`config.mk`:
```
export PLATFORM = sky130hd
export DESIGN_NAME = bus_forkjoin_ctrl
export DESIGN_NICKNAME = d
export VERILOG_FILES = /design/src/rtl/bus_forkjoin_ctrl.sv
export SDC_FILE = /design/constraint.sdc
export NUM_CORES = 1
export LEC_CHECK = 0
export CORE_MARGIN = 5
export CORE_UTILIZATION = 30
export DETAILED_ROUTE_END_ITERATION = 8
export PLACE_DENSITY = 0.7
export SYNTH_ARGS = -nofsm -noshare
export SYNTH_HDL_FRONTEND = slang
export SYNTH_SLANG_ARGS = --single-unit
```
`constraint.sdc`:
```
create_clock -name clock -period 5.4 [get_ports clock]
set_input_delay 1.08 -clock clock [delete_from_list [all_inputs] [get_ports clock]]
set_output_delay 1.08 -clock clock [all_outputs]
set_load 0.1 [all_outputs]
```
`src/rtl/bus_forkjoin_ctrl.sv`:
```
// Fork/join bus controller: broadcasts one master transaction to all slaves, waits for
// every acknowledge (or a timeout), then returns the claiming slave's data and a status.
module bus_forkjoin_ctrl #(
  parameter int unsigned N_SLAVES = 4,
  parameter int unsigned AW       = 8,
  parameter int unsigned DW       = 8,
  parameter int unsigned TIMEOUT  = 16
) (
  input  logic                   clock,
  input  logic                   reset_n,
  input  logic                   m_req,
  input  logic                   m_we,
  input  logic [AW-1:0]          m_addr,
  input  logic [DW-1:0]          m_wdata,
  output logic                   m_gnt,
  output logic                   m_done,
  output logic [DW-1:0]          m_rdata,
  output logic [1:0]             m_err,
  output logic [N_SLAVES-1:0]    s_req,
  output logic                   s_we,
  output logic [AW-1:0]          s_addr,
  output logic [DW-1:0]          s_wdata,
  input  logic [N_SLAVES-1:0]    s_ack,
  input  logic [N_SLAVES-1:0]    s_hit,
  input  logic [N_SLAVES*DW-1:0] s_rdata
);

  localparam int unsigned TW = $clog2(TIMEOUT + 1);

  typedef enum logic [1:0] {StIdle, StJoin, StDone} state_e;

  state_e              state_q, state_d;
  logic [N_SLAVES-1:0] ack_seen_q, hit_seen_q;
  logic [DW-1:0]       rdata_q;
  logic [TW-1:0]       timer_q;
  logic                timeout_q;
  logic                we_q;
  logic [AW-1:0]       addr_q;
  logic [DW-1:0]       wdata_q;

  logic [N_SLAVES-1:0] acc_ack, acc_hit;
  logic                all_acked, timer_last;
  logic                cap_en;
  logic [DW-1:0]       cap_data;

  // Only acks from slaves still being requested count; repeats are dropped here.
  assign acc_ack    = s_ack & s_req;
  assign acc_hit    = acc_ack & s_hit;
  assign all_acked  = &(ack_seen_q | acc_ack);
  assign timer_last = (timer_q == TW'(TIMEOUT - 1));

  // Lowest-index accepted hit supplies the read data.
  always_comb begin
    cap_en   = 1'b0;
    cap_data = '0;
    for (int i = 0; i < int'(N_SLAVES); i++) begin
      if (!cap_en && acc_hit[i]) begin
        cap_en   = 1'b1;
        cap_data = s_rdata[i*DW +: DW];
      end
    end
  end

  always_ff @(posedge clock or negedge reset_n) begin
    if (!reset_n) begin
      state_q <= StIdle;
    end else begin
      state_q <= state_d;
    end
  end

  always_comb begin
    state_d = state_q;
    unique case (state_q)
      StIdle:  if (m_req) state_d = StJoin;
      StJoin:  if (all_acked || timer_last) state_d = StDone;
      StDone:  state_d = StIdle;
      default: state_d = StIdle;
    endcase
  end

  always_comb begin
    m_gnt   = 1'b0;
    m_done  = 1'b0;
    s_req   = '0;
    m_rdata = '0;
    m_err   = 2'b00;
    unique case (state_q)
      StIdle: m_gnt = 1'b1;
      StJoin: s_req = ~ack_seen_q;
      StDone: begin
        m_done  = 1'b1;
        m_rdata = rdata_q;
        if (timeout_q)                              m_err = 2'b11;
        else if ((hit_seen_q & (hit_seen_q - 1'b1)) != '0) m_err = 2'b10;
        else if (hit_seen_q == '0)                  m_err = 2'b01;
        else                                        m_err = 2'b00;
      end
      default: ;
    endcase
  end

  always_ff @(posedge clock or negedge reset_n) begin
    if (!reset_n) begin
      ack_seen_q <= '0;
      hit_seen_q <= '0;
      rdata_q    <= '0;
      timer_q    <= '0;
      timeout_q  <= 1'b0;
      we_q       <= 1'b0;
      addr_q     <= '0;
      wdata_q    <= '0;
    end else begin
      if (state_q == StIdle && m_req) begin
        ack_seen_q <= '0;
        hit_seen_q <= '0;
        rdata_q    <= '0;
        timer_q    <= '0;
        timeout_q  <= 1'b0;
        we_q       <= m_we;
        addr_q     <= m_addr;
        wdata_q    <= m_wdata;
      end else if (state_q == StJoin) begin
        ack_seen_q <= ack_seen_q | acc_ack;
        hit_seen_q <= hit_seen_q | acc_hit;
        if (!we_q && hit_seen_q == '0 && cap_en) begin
          rdata_q <= cap_data;
        end
        if (!all_acked) begin
          if (timer_last) begin
            timeout_q <= 1'b1;
          end else begin
            timer_q <= timer_q + 1'b1;
          end
        end
      end
    end
  end

  assign s_we    = we_q;
  assign s_addr  = addr_q;
  assign s_wdata = wdata_q;

endmodule

```
### After elaboration in Yosys (flattened, before gate mapping)

Cells that the tools add are included.

* input port bits: 60
* logic and storage cells: 80
* bits in registers: 41
* output and inout bits: 33

* equality and inequality tests: 7
* bitwise logic cells: 6
* add/subtract/negate cells: 2
* multiplexer cells: 34
* reduce and logical (&&, ||, !) cells: 22

Operators with widths (number)
* 8-bit two-way mux: 8
* 4-bit two-way mux: 5
* 5-bit two-way mux: 4
* 4-bit bitwise AND: 3
* 1-bit two-way mux: 11
* 2-bit two-way mux: 5
* 4-bit OR: 2
* 1-bit logical AND: 6
* 3-bit AND reduction: 2
* 2-bit nonzero test: 3
* 5-bit by 1-bit adder with 5-bit output, second input constant: 1
* 5-bit by 4-bit == test with 1-bit output, second input constant: 1
* 1-bit zero test: 4
* 4-bit zero test: 1
* 2-bit by 1-bit inequality test with 1-bit output, second input constant: 2
* 2-bit inequality test, second input constant: 2
* 4-bit NOT: 1
* 2-bit one-hot mux with 2 select lines: 1
* 2-bit AND reduction: 2
* 4-bit AND reduction: 1
* 4-bit nonzero test: 1
* 4-bit by 1-bit subtractor with 4-bit output, second input constant: 1
* 2-bit by 1-bit == test with 1-bit output, second input constant: 1
* 2-bit == test, second input constant: 1
* other kinds (2): 2

### Logic depth before layout (Yosys ltp)

Gate-level depths: netlist of the first run.

* word-level depth: 18
* mapped depth: 8

### Worst setup path before layout of the first run

No wires, ideal clock.

* kind: register to register
* start: register state_q[1]
* end: register rdata_q[0]
* arrival time: 3.871 ns
* stages on the path, launching flop included: 6
* path slack: 1.403 ns
* period minus slack after synthesis: 3.997 ns
* setup time: 0.126 ns
* required time: 5.274 ns
* cells stage by stage: dfrtp_1 > nor3b_1 > a311oi_2 > a221oi_1 > a2bb2oi_1 > o21ai_0

* elaborated cells on any way between the ends: 27
* classes of those cells: 1 x eq/ne; 12 x mux; 2 x bitwise; 12 x reduce/logical

RTL lines
* from (decl): RTL line 32 `state_e state_q, state_d;`
* from (signal assigned): RTL line 66 `state_q <= StIdle;`
* from (signal assigned): RTL line 68 `state_q <= state_d;`
* 2-bit by 1-bit == test with 1-bit output (*): RTL line 88 `unique case (state_q)`
* 4-bit two-way mux (*): RTL line 88
* net s_req[1]: RTL line 19 `output logic [N_SLAVES-1:0] s_req,`
* 4-bit bitwise AND (*): RTL line 47 `assign acc_ack = s_ack & s_req;`
* 4-bit bitwise AND (*): RTL line 48 `assign acc_hit = acc_ack & s_hit;`
* 1-bit logical AND (*): RTL line 57 `if (!cap_en && acc_hit[i]) begin`
* 1-bit two-way mux: RTL line 57
* 1-bit zero test: RTL line 57
* 1-bit logical AND: RTL line 57
* 1-bit two-way mux: RTL line 57
* 1-bit zero test: RTL line 57
* 1-bit logical AND: RTL line 57
* 8-bit two-way mux or 1-bit two-way mux (tied branches): RTL line 57
* 8-bit two-way mux or 1-bit logical AND (tied branches): RTL line 126 `if (!we_q && hit_seen_q == '0 && cap_en) begin`
* 8-bit two-way mux or 2-bit nonzero test (tied branches)
* 8-bit two-way mux or 2-bit AND reduction (tied branches)
* to (signal assigned): RTL line 127 `rdata_q <= cap_data;`
* to (decl): RTL line 34 `logic [DW-1:0] rdata_q;`

The timed path passes the listed nets; every way through them passes the cells marked *. The select of a mux whose other input is x is not followed.
A chain may end at the register's enable or synchronous reset.

### Final worst setup path of the first run

* start: register state_q[1]
* end: output s_req[1]

* word-level cells in the longest chain between the ends: 2

Ends and longest elaborated chain (RTL line)
* 2-bit by 1-bit == test with 1-bit output: 88
* 4-bit two-way mux: 88
* to (decl): 19

No other way between the ends.

==> run metrics, run 1 <==
status=complete, no violations; Crit Path Class=register to output pin; Pins Over Slew Limit=0; vias=1901; Net Switching=0.001087 W; die height=92.28 µm; Max-Cap Viols=0; Max Fclk=281.5 MHz; Final Util=45.99%; PnR worst setup slack=1848 ps; area grow syn2layout=51.32%; Async S/R FF share, synth=100.0%; Data arrival, critical path=2470 ps; Setup-failing EPs final=0; Max clock buf depth=2; Tcrit/Tclk final=65.78%; critical path required time=4320 ps; Setup WS pre-CTS=2177 ps; Switching Share=57.23%; crit end category=output pin; Initial Util=30.39%; Pint=0.0008122 W; worst min-delay path category=register to register; Cells after Synth=221; cells resized by post-CTS repair=0; CTS tree=built; Die ar.=8515 µm²; CTS Buf Count=5; initial drt markers=62; # rows=30; CTS root buffer=clkbuf_8; final wirelength=5838 µm; Post-DP HPWL=4254 µm; clk_skew=4.497 ps; Reg clk slew, reported paths=80 ps; ant diodes=0; Multi-input gate area=937.1 µm²; routed length per instance=14.93 µm; Comb power frac=63.5%; Final #Nets=372; synthesized area=2031 µm²; Die X=92.28 µm; Sequential Area=1026 µm²; crit path launch type=register; Clk Latency, worst-skew pair=290 ps; syn_nets=283; Tmin final=3552 ps; Final Power=0.001899 W; PD cells=618.0 nW/µm²; DRC Markers=0; I/O pin total=93; Static Leak=1.379 nW; largest net degree at the start of global routing=42; Clk pwr share=10.2%; port bufs=92; Synth Area per Inst=9.189 µm²; DRT Pass-1 Iters=4; leading cell type in the layout, fill and taps excluded=clkdlybuf4s50_1; Max IR drop VDD=345.8 µV; GP Congestion=0.7495; Post-synth EDFFs=0; fill cell count=653; sum of negative setup slack=0 ps; ANT nets after route=0; RSZ-0062 raised after global routing=false; hold_buf cts=0; Main synth FF type=dfrtp_1; Max-slew headroom=20.79%; Post-CTS Repair Setup Buffers=0; #FFs+latches synth=41; worst slew pin tran=1185 ps; via/cell ratio=4.862; critical path fanouts, max=7; synth unique cells=37; synth warn=0; layout cells sized above 1=4.502%; vias in the first global route=1876; commonest cells after routing, fill and taps aside=91 x clkdlybuf4s50_1, 61 x nand2_1, 41 x dfrtp_1; clock sink total=41; core area=6681 µm²; Max H-tree Level=2; Hold Vio Cnt, Final=0; first-pass GRT wire length=9466 µm; Seq pwr share=26.3%; initial antenna violation count=0; All-Layer GR Usage=14.11%; register area share after synthesis=50.52%; GR Overflow Total=0
==> metrics by stage <==
stage          cell area [µm²]  cells  hold WS, ps
2_1_floorplan             2031    221        460.3
3_3_place_gp              2990    383        457.2
4_1_cts                   3073    391        485.1
5_1_grt                   3073    391        517.1
6_report                  3073    391        478.2
3_5_place_dp              2990    383        462.0
==> logic make-up after synthesis <==
| family | Yosys count | share of synthesized area (%) |
|---|---|---|
| xor gates and xnor gates | 2 | 0.8628 |
| AOI/OAI and AO/OA | 41 | 15.53 |
| buffers and inverters | 13 | 3.327 |
| DFF | 41 | 50.52 |
| adders and majority gates | 3 | 1.725 |
| and+or+nand+nor | 121 | 28.03 |
==> power groups by stage <==
| stage | clock network, W | logic (W) | registers [W] |
|---|---|---|---|
| finish | 0.000193 | 0.00121 | 0.000499 |
| global route | 0.000214 | 0.00128 | 0.000515 |
| CTS | 0.000202 | 0.00122 | 0.000498 |
| detailed placement | 0 | 0.00121 | 0.000503 |
| global placement | 0 | 0.00121 | 0.000495 |
| floorplan | 0 | 0.000479 | 0.000926 |
==> cell type report <==
class	instances	share of cell area, %
clock inverter	2	0.3257
timing repair buffer	92	29.80
clock buffer	6	2.362
sequential	41	33.39
multi-input combinational	167	30.50
tap	80	3.257
inverter	3	0.3664
==> critical path: stages, from the launching register on <==
cell and delay, ps:
dfrtp_1 450, nor3b_1 490, clkdlybuf4s50_1 1240
==> registers in the layout (all words and copies together), names as in the netlist <==
signal      flops
s_addr          8
s_we            1
state_q         2
s_wdata         8
timeout_q       1
hit_seen_q      4
timer_q         5
ack_seen_q      4
rdata_q         8
==> final timing paths <==
path	cells after the start	slack [ps]	endpoint	start
worst max-delay path	2	1850	s_req[1]	state_q[1]
worst min-delay path	2	480	s_wdata[0]	s_wdata[0]
worst max register to register	5	3200	rdata_q[3]	state_q[1]
worst min register to register	2	480	s_wdata[0]	s_wdata[0]
max in group asynchronous	1	3910	rdata_q[5]	reset_n
min in group asynchronous	1	920	s_addr[1]	reset_n
==> per-layer routing <==
metal	GRT usage (%)	vias to the layer above	share of wire, %
met2	21.23	71	43
met3	5.496	5	8.9
met5	0	-	0
met1	18.64	887	47
li1	-	938	-
met4	4.455	0	1.1
==> synthesized netlist by cell type (all sizes together), types with 2 or more instances <==
cell type  number  area share, %
a21oi           5            1.2
and2            9            2.8
nor3b           3            1.4
dfrtp          41             51
inv             3           0.55
nand2          61             11
and3            3           0.92
buf             3            1.5
nor2           23            4.3
o21a            2           0.74
a21o            2           0.74
o21ai          11            2.7
a2bb2oi         8            3.5
nand3          11            2.7
o22ai           2           0.62
clkbuf          7            1.3
a221oi          8            3.5
nor4            2            1.4
ha              2            1.2
xor2            2           0.86
No activity file was read; power rests on OpenSTA's default activity.
==> inputs of run 2 (changes only) <==
--- a/config.mk
+++ b/config.mk
@@ -8,7 +8,7 @@
 export CORE_MARGIN = 5
 export CORE_UTILIZATION = 30
 export DETAILED_ROUTE_END_ITERATION = 8
-export PLACE_DENSITY = 0.7
+export PLACE_DENSITY = 0.73
 export SYNTH_ARGS = -nofsm -noshare
 export SYNTH_HDL_FRONTEND = slang
 export SYNTH_SLANG_ARGS = --single-unit
==> constraint.sdc (replaced) <==
create_clock -name clock -period 3.1 [get_ports clock]
set_input_delay 0.62 -clock clock [delete_from_list [all_inputs] [get_ports clock]]
set_output_delay 0.62 -clock clock [all_outputs]
set_load 0.1 [all_outputs]
==> run 2 against run 1 <==
- flip-flop and latch count unchanged
- sequential power up 76%
- combinational power up 69%
- core utilization down 0.99 points
- design area down 2.2%
- non-clock buffer count up 1
- largest power group unchanged
- setup slack worse by 1000 ps
- clock skew up 0.65 ps
- critical path type is now input pin to register
- largest cell class unchanged
- global-route usage down 0.21 points
- first-iteration DRC count down 37%
- critical path depth up 2
==> run metrics, run 2 (synthesized netlist as in run 1, its figures left out) <==
Switching Share=58.15% (was 57.23%); commonest cells after routing, fill and taps aside=61 x nand2_1, 58 x clkdlybuf4s50_1, 41 x dfrtp_1 (was 91 x clkdlybuf4s50_1, 61 x nand2_1, 41 x dfrtp_1); status=complete, no violations (unchanged); vias=1900 (was 1901); M3 GR Usage=5.086% (was 5.496%); vias in the first global route=1967 (was 1876); leading cell type in the layout, fill and taps excluded=nand2_1 (was clkdlybuf4s50_1); CTS root buffer=clkbuf_8 (unchanged); critical path fanouts, max=16 (was 7); GR Overflow Total=0 (unchanged); Max-Cap Viols=0 (unchanged); Cell Chain, Critical Path=clkdlybuf4s50_1 > and3_1 > o41ai_4 > o21ai_0 (was nor3b_1 > clkdlybuf4s50_1); CP delay by family, top=compound AO/OA/AOI/OAI gates (was buffers and inverters); Post-DP HPWL=4358 µm (was 4254 µm); worst min-delay path category=input pin to async pin (was register to register); sum of negative setup slack=0 ps (unchanged); Clk pwr share=10.5% (was 10.2%); cells resized by post-CTS repair=0 (unchanged); GR Layer Usage met2=23.05% (was 21.23%); routed length per instance=14.80 µm (was 14.93 µm); All-Layer GR Usage=13.90% (was 14.11%); GP Congestion=0.7607 (was 0.7495); Max Fclk=440.9 MHz; Clk Latency, worst-skew pair=290 ps (about the same); area grow syn2layout=48.06% (was 51.32%); # rows=30 (unchanged); final wirelength=5800 µm (was 5838 µm); ant diodes=0 (unchanged); Final Util=45.00% (was 45.99%); Max clock buf depth=2 (unchanged); Seq pwr share=26.8% (was 26.3%); CP max stage delay=800 ps (was 1240 ps); CP Launch Point=s_ack[0] (was state_q[1]); die height=92.28 µm (unchanged); GR Util met1=17.51% (was 18.64%); Initial Util=30.39% (unchanged); core area=6681 µm² (unchanged); port bufs=92 (unchanged); initial antenna violation count=0 (unchanged); DRC Markers=0 (unchanged); I/O pin total=93 (unchanged); Comb power frac=62.7% (was 63.5%); Pins Over Slew Limit=0 (unchanged); Max IR drop VDD=663.7 µV (was 345.8 µV); CTS tree=built (unchanged); Setup-failing EPs final=0 (unchanged); Max H-tree Level=2 (unchanged); Die ar.=8515 µm² (unchanged); Static Leak=1.435 nW (was 1.379 nW); worst reg2reg startpoint=state_q[0] (was state_q[1]); largest net degree at the start of global routing=42 (unchanged); Reg clk slew, reported paths=80 ps (about the same); Max-slew headroom=39.90% (was 20.79%); worst slew pin tran=901.5 ps (was 1185 ps); PD cells=1087 nW/µm² (was 618.0 nW/µm²); RSZ-0062 raised after global routing=false (unchanged); Net Switching=0.001900 W (was 0.001087 W); Die X=92.28 µm (unchanged); most crowded layer after global routing=met2 (unchanged); layout cells sized above 1=16.03% (was 4.502%); Final Power=0.003267 W (was 0.001899 W); crit path launch type=input pin (was register); Worst Path Buf+Inv=1 (unchanged); via/cell ratio=4.847 (was 4.862); crit end category=register (was output pin); Data arrival, critical path=2410 ps (was 2470 ps); hold_buf cts=0 (unchanged); Final #Nets=373 (was 372); critical path required time=3240 ps (was 4320 ps); Hold Vio Cnt, Final=0 (unchanged); Pint=0.001367 W (was 0.0008122 W); DRT Pass-1 Iters=4 (unchanged); initial drt markers=39 (was 62); Tcrit/Tclk final=73.17%; Tmin final=2268 ps; CP max-delay cell=o41ai_4 (was clkdlybuf4s50_1); clock sink total=41 (unchanged); clk_skew=5.146 ps (was 4.497 ps); first-pass GRT wire length=9632 µm (was 9466 µm); Post-CTS Repair Setup Buffers=0 (unchanged); CTS Buf Count=5 (unchanged); Crit Path Class=input pin to register (was register to output pin); ANT nets after route=0 (unchanged); Hold Slack=458.7 ps (was 478.2 ps)
run 2: cell count changes in the layout (fill, tap and decap cells not counted), sizes merged:
cell and delta:
clkbuf -1, buf +34, clkdlybuf4s50 -33, clkinvlp +1
run 2: worst paths after layout:
path | endpoint | slack [ps] | depth (start not counted)
worst max-delay path | rdata_q[1] | 830 | 4
worst min-delay path | ack_seen_q[3] | 460 | 1
worst max register to register | rdata_q[1] | 980 | 4
worst min register to register | s_wdata[6] | 480 | 2
max in group asynchronous | s_wdata[7] | 2090 | 1
min in group clock | s_wdata[6] | 480 | 2
run 2: routing by layer:
| metal | up-vias | wire, µm | part of all wire, % |
|---|---|---|---|
| met5 | - | 0 | 0 |
| met4 | 0 | 29 | 0.50 |
| met3 | 4 | 513 | 8.8 |
| met2 | 75 | 2699 | 47 |
| met1 | 883 | 2556 | 44 |
| li1 | 938 | - | - |
run 2: final cells by class:
cell class / count / area (µm²)
Clock inverter: 3 / 17.52
Clock buffer: 5 / 68.82
Tap cell: 80 / 100.1
Multi-Input combinational cell: 167 / 942.2
Timing Repair Buffer: 93 / 840.8
Sequential cell: 41 / 1026
Inverter: 3 / 11.26
Fill cell: 667 / 3675
run 2: worst reg2reg max path: stages, from the launching register on:
cell     delay (ps)
dfrtp_1         430
nor3b_2         190
and3_1          350
o41ai_4         800
o21ai_0         210
run 2: stage by stage:
stage / setup WS, ps / std cells / area (µm²)
global route: 665.9 / 392 / 3007
global placement: 575.6 / 384 / 2920
CTS: 823.8 / 392 / 3007
finish: 831.7 / 392 / 3007
floorplan: 21.56 / 221 / 2036
detailed placement: 501.2 / 384 / 2920
run 2: power groups by stage:
stage,registers [W],clock network [W],logic (W)
4_1_cts,0.000877,0.000357,0.00207
5_1_grt,0.000907,0.000379,0.00217
2_1_floorplan,0.00162,0,0.000837
3_5_place_dp,0.000878,0,0.00208
6_report,0.000876,0.000342,0.00205
3_3_place_gp,0.000872,0,0.00205
==> inputs of run 3 (changes only) <==
--- a/config.mk
+++ b/config.mk
@@ -8,7 +8,7 @@
 export CORE_MARGIN = 5
 export CORE_UTILIZATION = 30
 export DETAILED_ROUTE_END_ITERATION = 8
-export PLACE_DENSITY = 0.73
+export PLACE_DENSITY = 0.7
 export SYNTH_ARGS = -nofsm -noshare
 export SYNTH_HDL_FRONTEND = slang
 export SYNTH_SLANG_ARGS = --single-unit
==> constraint.sdc (replaced) <==
create_clock -name clock -period 2.1 [get_ports clock]
set_input_delay 0.42 -clock clock [delete_from_list [all_inputs] [get_ports clock]]
set_output_delay 0.42 -clock clock [all_outputs]
set_load 0.1 [all_outputs]
==> run 3 against run 2 <==
- global-route usage decreased by 0.26 points
- largest cell class is now buffers
- sequential power grew 48%
- largest power group unchanged
- core utilization grew 6.2 points
==> run metrics, run 3 (synthesized netlist as in run 1, its figures left out) <==
status=complete, no violations (unchanged); hold_buf cts=0 (unchanged); Hold Slack=58.86 ps (was 458.7 ps); first-pass GRT wire length=9239 µm (was 9632 µm); vias in the first global route=1923 (was 1967); leading cell type in the layout, fill and taps excluded=nand2_1 (unchanged); sum of negative setup slack=0 ps (unchanged); core area=6681 µm² (unchanged); initial antenna violation count=0 (unchanged); Post-DP HPWL=4533 µm (was 4358 µm); DRT Pass-1 Iters=4 (unchanged); DRC Markers=0 (unchanged); Static Leak=1.585 nW (was 1.435 nW); Final #Nets=383 (was 373); RSZ-0062 raised after global routing=false (unchanged); Finished Cell Area=3421 µm² (was 3007 µm²); Initial Util=30.39% (unchanged); PnR worst setup slack=107.1 ps (was 831.7 ps); Max Fclk=501.8 MHz; reg2reg path depth=7 (was 4); Setup-failing EPs final=0 (unchanged); initial drt markers=46 (was 39); final wirelength=5816 µm (was 5800 µm); Pins Over Slew Limit=0 (unchanged); largest net degree at the start of global routing=34 (was 42); worst reg2reg startpoint=state_q[1] (was state_q[0]); clock sink total=41 (unchanged); Reg clk slew, reported paths=90 ps (was 80 ps); Max H-tree Level=2 (unchanged); GR Overflow Total=0 (unchanged); Data arrival, critical path=1570 ps (was 2410 ps); die height=92.28 µm (unchanged); routed length per instance=14.47 µm (was 14.80 µm); fill cell count=624 (was 667); Max-Cap Viols=0 (unchanged); CP Launch Point=hit_seen_q[1] (was s_ack[0]); PD cells=1545 nW/µm² (was 1087 nW/µm²); Final Power=0.005284 W (was 0.003267 W); Post-CTS Repair Setup Buffers=0 (unchanged); vias=1897 (was 1900); ANT nets after route=0 (unchanged); CTS root buffer=clkbuf_8 (unchanged); clk_skew=11.09 ps (was 5.146 ps); DP Area=3291 µm² (was 2920 µm²); Clk Latency, worst-skew pair=290 ps (about the same); All-Layer GR Usage=13.64% (was 13.90%); port bufs=92 (unchanged); area grow syn2layout=68.45% (was 48.06%); # rows=30 (unchanged); commonest cells after routing, fill and taps aside=61 x nand2_1, 58 x clkdlybuf4s50_1, 40 x dfrtp_1 (was 61 x nand2_1, 58 x clkdlybuf4s50_1, 41 x dfrtp_1); CTS Buf Count=5 (unchanged); ant diodes=0 (unchanged); Tmin final=1993 ps; via/cell ratio=4.719 (was 4.847); Max clock buf depth=2 (unchanged); GP Congestion=0.7741 (was 0.7607); crit path launch type=register (was input pin); critical path fanouts, max=4 (was 16); Crit Path Class=register to output pin (was input pin to register); cells resized by post-CTS repair=0 (unchanged); critical path required time=1680 ps (was 3240 ps); Max-slew headroom=66.78% (was 39.90%); worst min-delay path category=input pin to async pin (unchanged); Die ar.=8515 µm² (unchanged); Tcrit/Tclk final=94.90%; layout cells sized above 1=24.84% (was 16.03%); Setup WS pre-CTS=-46.87 ps (was 501.2 ps); I/O pin total=93 (unchanged); CTS tree=built (unchanged); Hold Vio Cnt, Final=0 (unchanged); Max IR drop VDD=1058 µV (was 663.7 µV); crit end category=output pin (was register); Die X=92.28 µm (unchanged); worst slew pin tran=494.6 ps (was 901.5 ps)
## run 3: cell type report
| type | count | area, µm² | area share, % |
|---|---|---|---|
| inverter | 3 | 11.26 | 0.3292 |
| clock buffer | 5 | 68.82 | 2.012 |
| multi-input combinational | 167 | 1039 | 30.36 |
| timing repair buffer | 103 | 1129 | 32.99 |
| sequential | 41 | 1027 | 30.03 |
| clock inverter | 3 | 46.29 | 1.353 |
| tap | 80 | 100.1 | 2.926 |
## run 3: final timing paths
kind | endpoint | slack [ps]
worst max-delay path | m_err[1] | 110
worst min-delay path | timer_q[0] | 60
worst max register to register | rdata_q[5] | 140
worst min register to register | s_wdata[5] | 480
max in group asynchronous | s_wdata[1] | 1420
min in group clock | s_wdata[5] | 480
## run 3: metal layers
metal / global-route usage (%) / vias up / wire [µm]
met5: 0 / - / 0
met3: 3.445 / 2 / 234
met4: 2.599 / 0 / 19
li1: - / 964 / -
met1: 16.51 / 885 / 2535
met2: 24.51 / 46 / 3027
## run 3: where the power goes
part           internal (W)  total (W)  switching, W  leakage [nW]
combinational      0.000974    0.00335       0.00237          1.00
sequential          0.00107    0.00130      0.000227         0.529
clock              0.000356   0.000637      0.000282        0.0543
## run 3: per-stage QoR
step / std cells / util [%]
after CTS: 400 / 50.97
after global placement: 392 / 49.25
final: 402 / 51.20
after floorplan: 221 / -
after detailed placement: 392 / 49.25
after global routing: 402 / 51.20
## run 3: worst max-delay path, stage by stage, from the launching register on
cell and delay, ps:
dfrtp_1 420, maj3_1 360, nor2_1 90, nor2_1 50, o21a_4 200, buf_12 160
==> patch (settings of run 3) <==
The 3 states of `state_e` get a one-hot encoding in 3 bits.
--- a/src/rtl/bus_forkjoin_ctrl.sv
+++ b/src/rtl/bus_forkjoin_ctrl.sv
@@ -28,5 +28,5 @@
   localparam int unsigned TW = $clog2(TIMEOUT + 1);
 
-  typedef enum logic [1:0] {StIdle, StJoin, StDone} state_e;
+  typedef enum logic [2:0] {StIdle = 3'b001, StJoin = 3'b010, StDone = 3'b100} state_e;
 
   state_e              state_q, state_d;
Function: no difference found for any inputs over 10 cycles, from zero or initial values and one cycle with reset_n low; not proved beyond that.
==> patch against run 3 <==
- sequential cell count grew 1
- first-iteration DRC count grew 83%
- largest cell class unchanged
- final area grew 7.1%
- non-clock buffer count grew 16
- global-route usage grew 1.0 points
- combinational power shrank 8.4%
- wire length grew 8.2%
- register-to-register slack lost 0.03 ns
- total power shrank 6.8%
- worst setup slack lost 0.052 ns
- synthesized area grew 5.2%
==> patch: results (changes against run 3) <==
| Metric | Value |
|---|---|
| FF-to-FF End | timer_q[4]$_DFFE_PN0P_ |
| Grt met2 use | 0.262 (+0.0173) |
| Post-synth top cells | nand2_1, dfrtp_1, nor2_1, a21oi_1 |
| Reg2reg start | timer_q[1]$_DFFE_PN0P_ |
| Worst-path cell with the longest stage delay | dfrtp_2 |
| Dpl cell area | 0.00343 mm² (+4.2%) |
| Detailed placement HPWL | 4.66 mm (+2.8%) |
| Compound-gate portion of the synthesized area | 0.166 (+0.0105) |
| Register area share after synthesis | 0.493 (-0.0126) |
| XOR/XNOR Fraction of Synth Area | 0 (-0.00863) |
| First-pass GRT wire length | 10.4 mm (+12%) |
| Number of global-route vias before repair | 2,075 (+7.9%) |
| Critical Path Max Stage Delay | 0.45 ns (+0.03 ns) |
| Reg2reg setup slack | 0.11 ns (-0.03 ns) |
| DRT Pass-1 Iters | 6 (+2) |
| Grt met1 use | 0.184 (+0.0186) |
| Adder-cell share of the synthesized area | 0.0164 (-0.000849) |
| Syn nets | 295 (+4.2%) |
| Pin count of the biggest net entering global routing | 43 (+26%) |
| Synth top area cells | dfrtp_1, nand2_1, a221o_1 |
| GRT met3 Usage | 0.0319 (-0.00258) |
| Routability-driven placement congestion ratio | 0.807 (+4.3%) |
| DRT iter0 DRCs | 84 (+83%) |
| LEAKAGE | 1.65 nW (+3.8%) |
| Gr usage total | 0.147 (+0.0104) |
| Unique cell type count in the Yosys netlist | 43 (+16%) |
| Relative slew slack | 0.636 (-0.0315) |
| Gate Count Post-Synth | 233 (+5.4%) |
| Share of layout cells above drive strength 1 | 0.299 (+0.0504) |
| Status | complete, no violations |
| WHS | 0.188 ns (+0.130 ns) |
| Peak supply drop | 0.942 mV (-11%) |
| Worst-path fanout max | 6 (+2) |
| Fillers | 635 (+1.8%) |
| Antenna violations before repair | 0 (unchanged) |
| Net Sw Frac | 0.535 (-0.0103) |
| Synth warn | 0 (unchanged) |
| Arr. time, crit path | 1.63 ns (+0.06 ns) |
| Nets | 409 (+6.8%) |
| Via density per instance | 4.77 (+1.1%) |
| Clock skew | 0.00722 ns (-0.00386 ns) |
| Placed Instances | 427 (+8.9%) |
| Via Count | 2,119 (+12%) |
| Multiplexer area fraction after synthesis | 0.00469 (+0.00469) |
[patch: cells by family after synthesis]
group	after synthesis
AND/OR/NAND/NOR	119
multiplexers	1
adder cells (fa/ha/maj)	3
AO/OA/AOI/OAI	51
flip-flops	42
buffers and inverters	17
[patch: worst max-delay path: cells and delay by family, from the launching register on]
family                 cells  cell delay [ns]
buffers and inverters      2             0.34
AND/OR/NAND/NOR            2             0.54
flip-flops                 1             0.45
[patch: metrics by stage]
stage                     setup WS [ns]  utilization
after floorplan                  -0.128            -
after CTS                      -0.00738        0.523
after detailed placement         -0.117        0.499
after global placement          -0.0790        0.499
after global routing           -0.00468        0.534
final                            0.0547        0.534
[patch: repair_timing]
action	4_1_cts	5_1_grt
gates resized for setup	9	10
setup endpoints to repair	14	25
hold buffers	0	0
gates cloned	1	0
setup buffers	3	5
pin swaps	2	6
[patch: metal layers]
metal	up-vias	share of wire
met1	1027	0.42
met3	2	0.048
met2	53	0.53
met5	-	0
met4	0	0.0037
li1	1037	-
[patch: how the worst max path moves through the flow]
stage	startpoint	end	slack [ns]	cells after the start
final	state_q[2]$_DFFE_PN0P_	s_req[1]	0.05	4
after global routing	hit_seen_q[1]$_DFFE_PN0P_	m_err[1]	-0.005	5
after CTS	state_q[2]$_DFFE_PN0P_	m_err[1]	-0.007	6
after detailed placement	s_ack[1]	rdata_q[5]$_DFFE_PN0P_	-0.12	6
after global placement	s_ack[1]	rdata_q[4]$_DFFE_PN0P_	-0.08	6
after floorplan	state_q[0]$_DFFE_PN1P_	s_we$_DFFE_PN0P_	-0.13	6
[patch: power by group through the flow]
stage | logic [W] | registers [W] | clock network (W)
final | 0.00307 | 0.00132 | 0.000542
after global routing | 0.00324 | 0.00136 | 0.000587
after CTS | 0.00303 | 0.00132 | 0.000564
after detailed placement | 0.00297 | 0.00133 | 0
after global placement | 0.00293 | 0.00132 | 0
after floorplan | 0.00105 | 0.00245 | 0
[patch: cell type report]
class | count | share of cell area
Timing Repair Buffer | 119 | 0.348
Multi-Input combinational cell | 174 | 0.301
Sequential cell | 42 | 0.287
Tap cell | 96 | 0.0328
Clock buffer | 7 | 0.0236
Inverter | 5 | 0.00512
Clock inverter | 1 | 0.00137
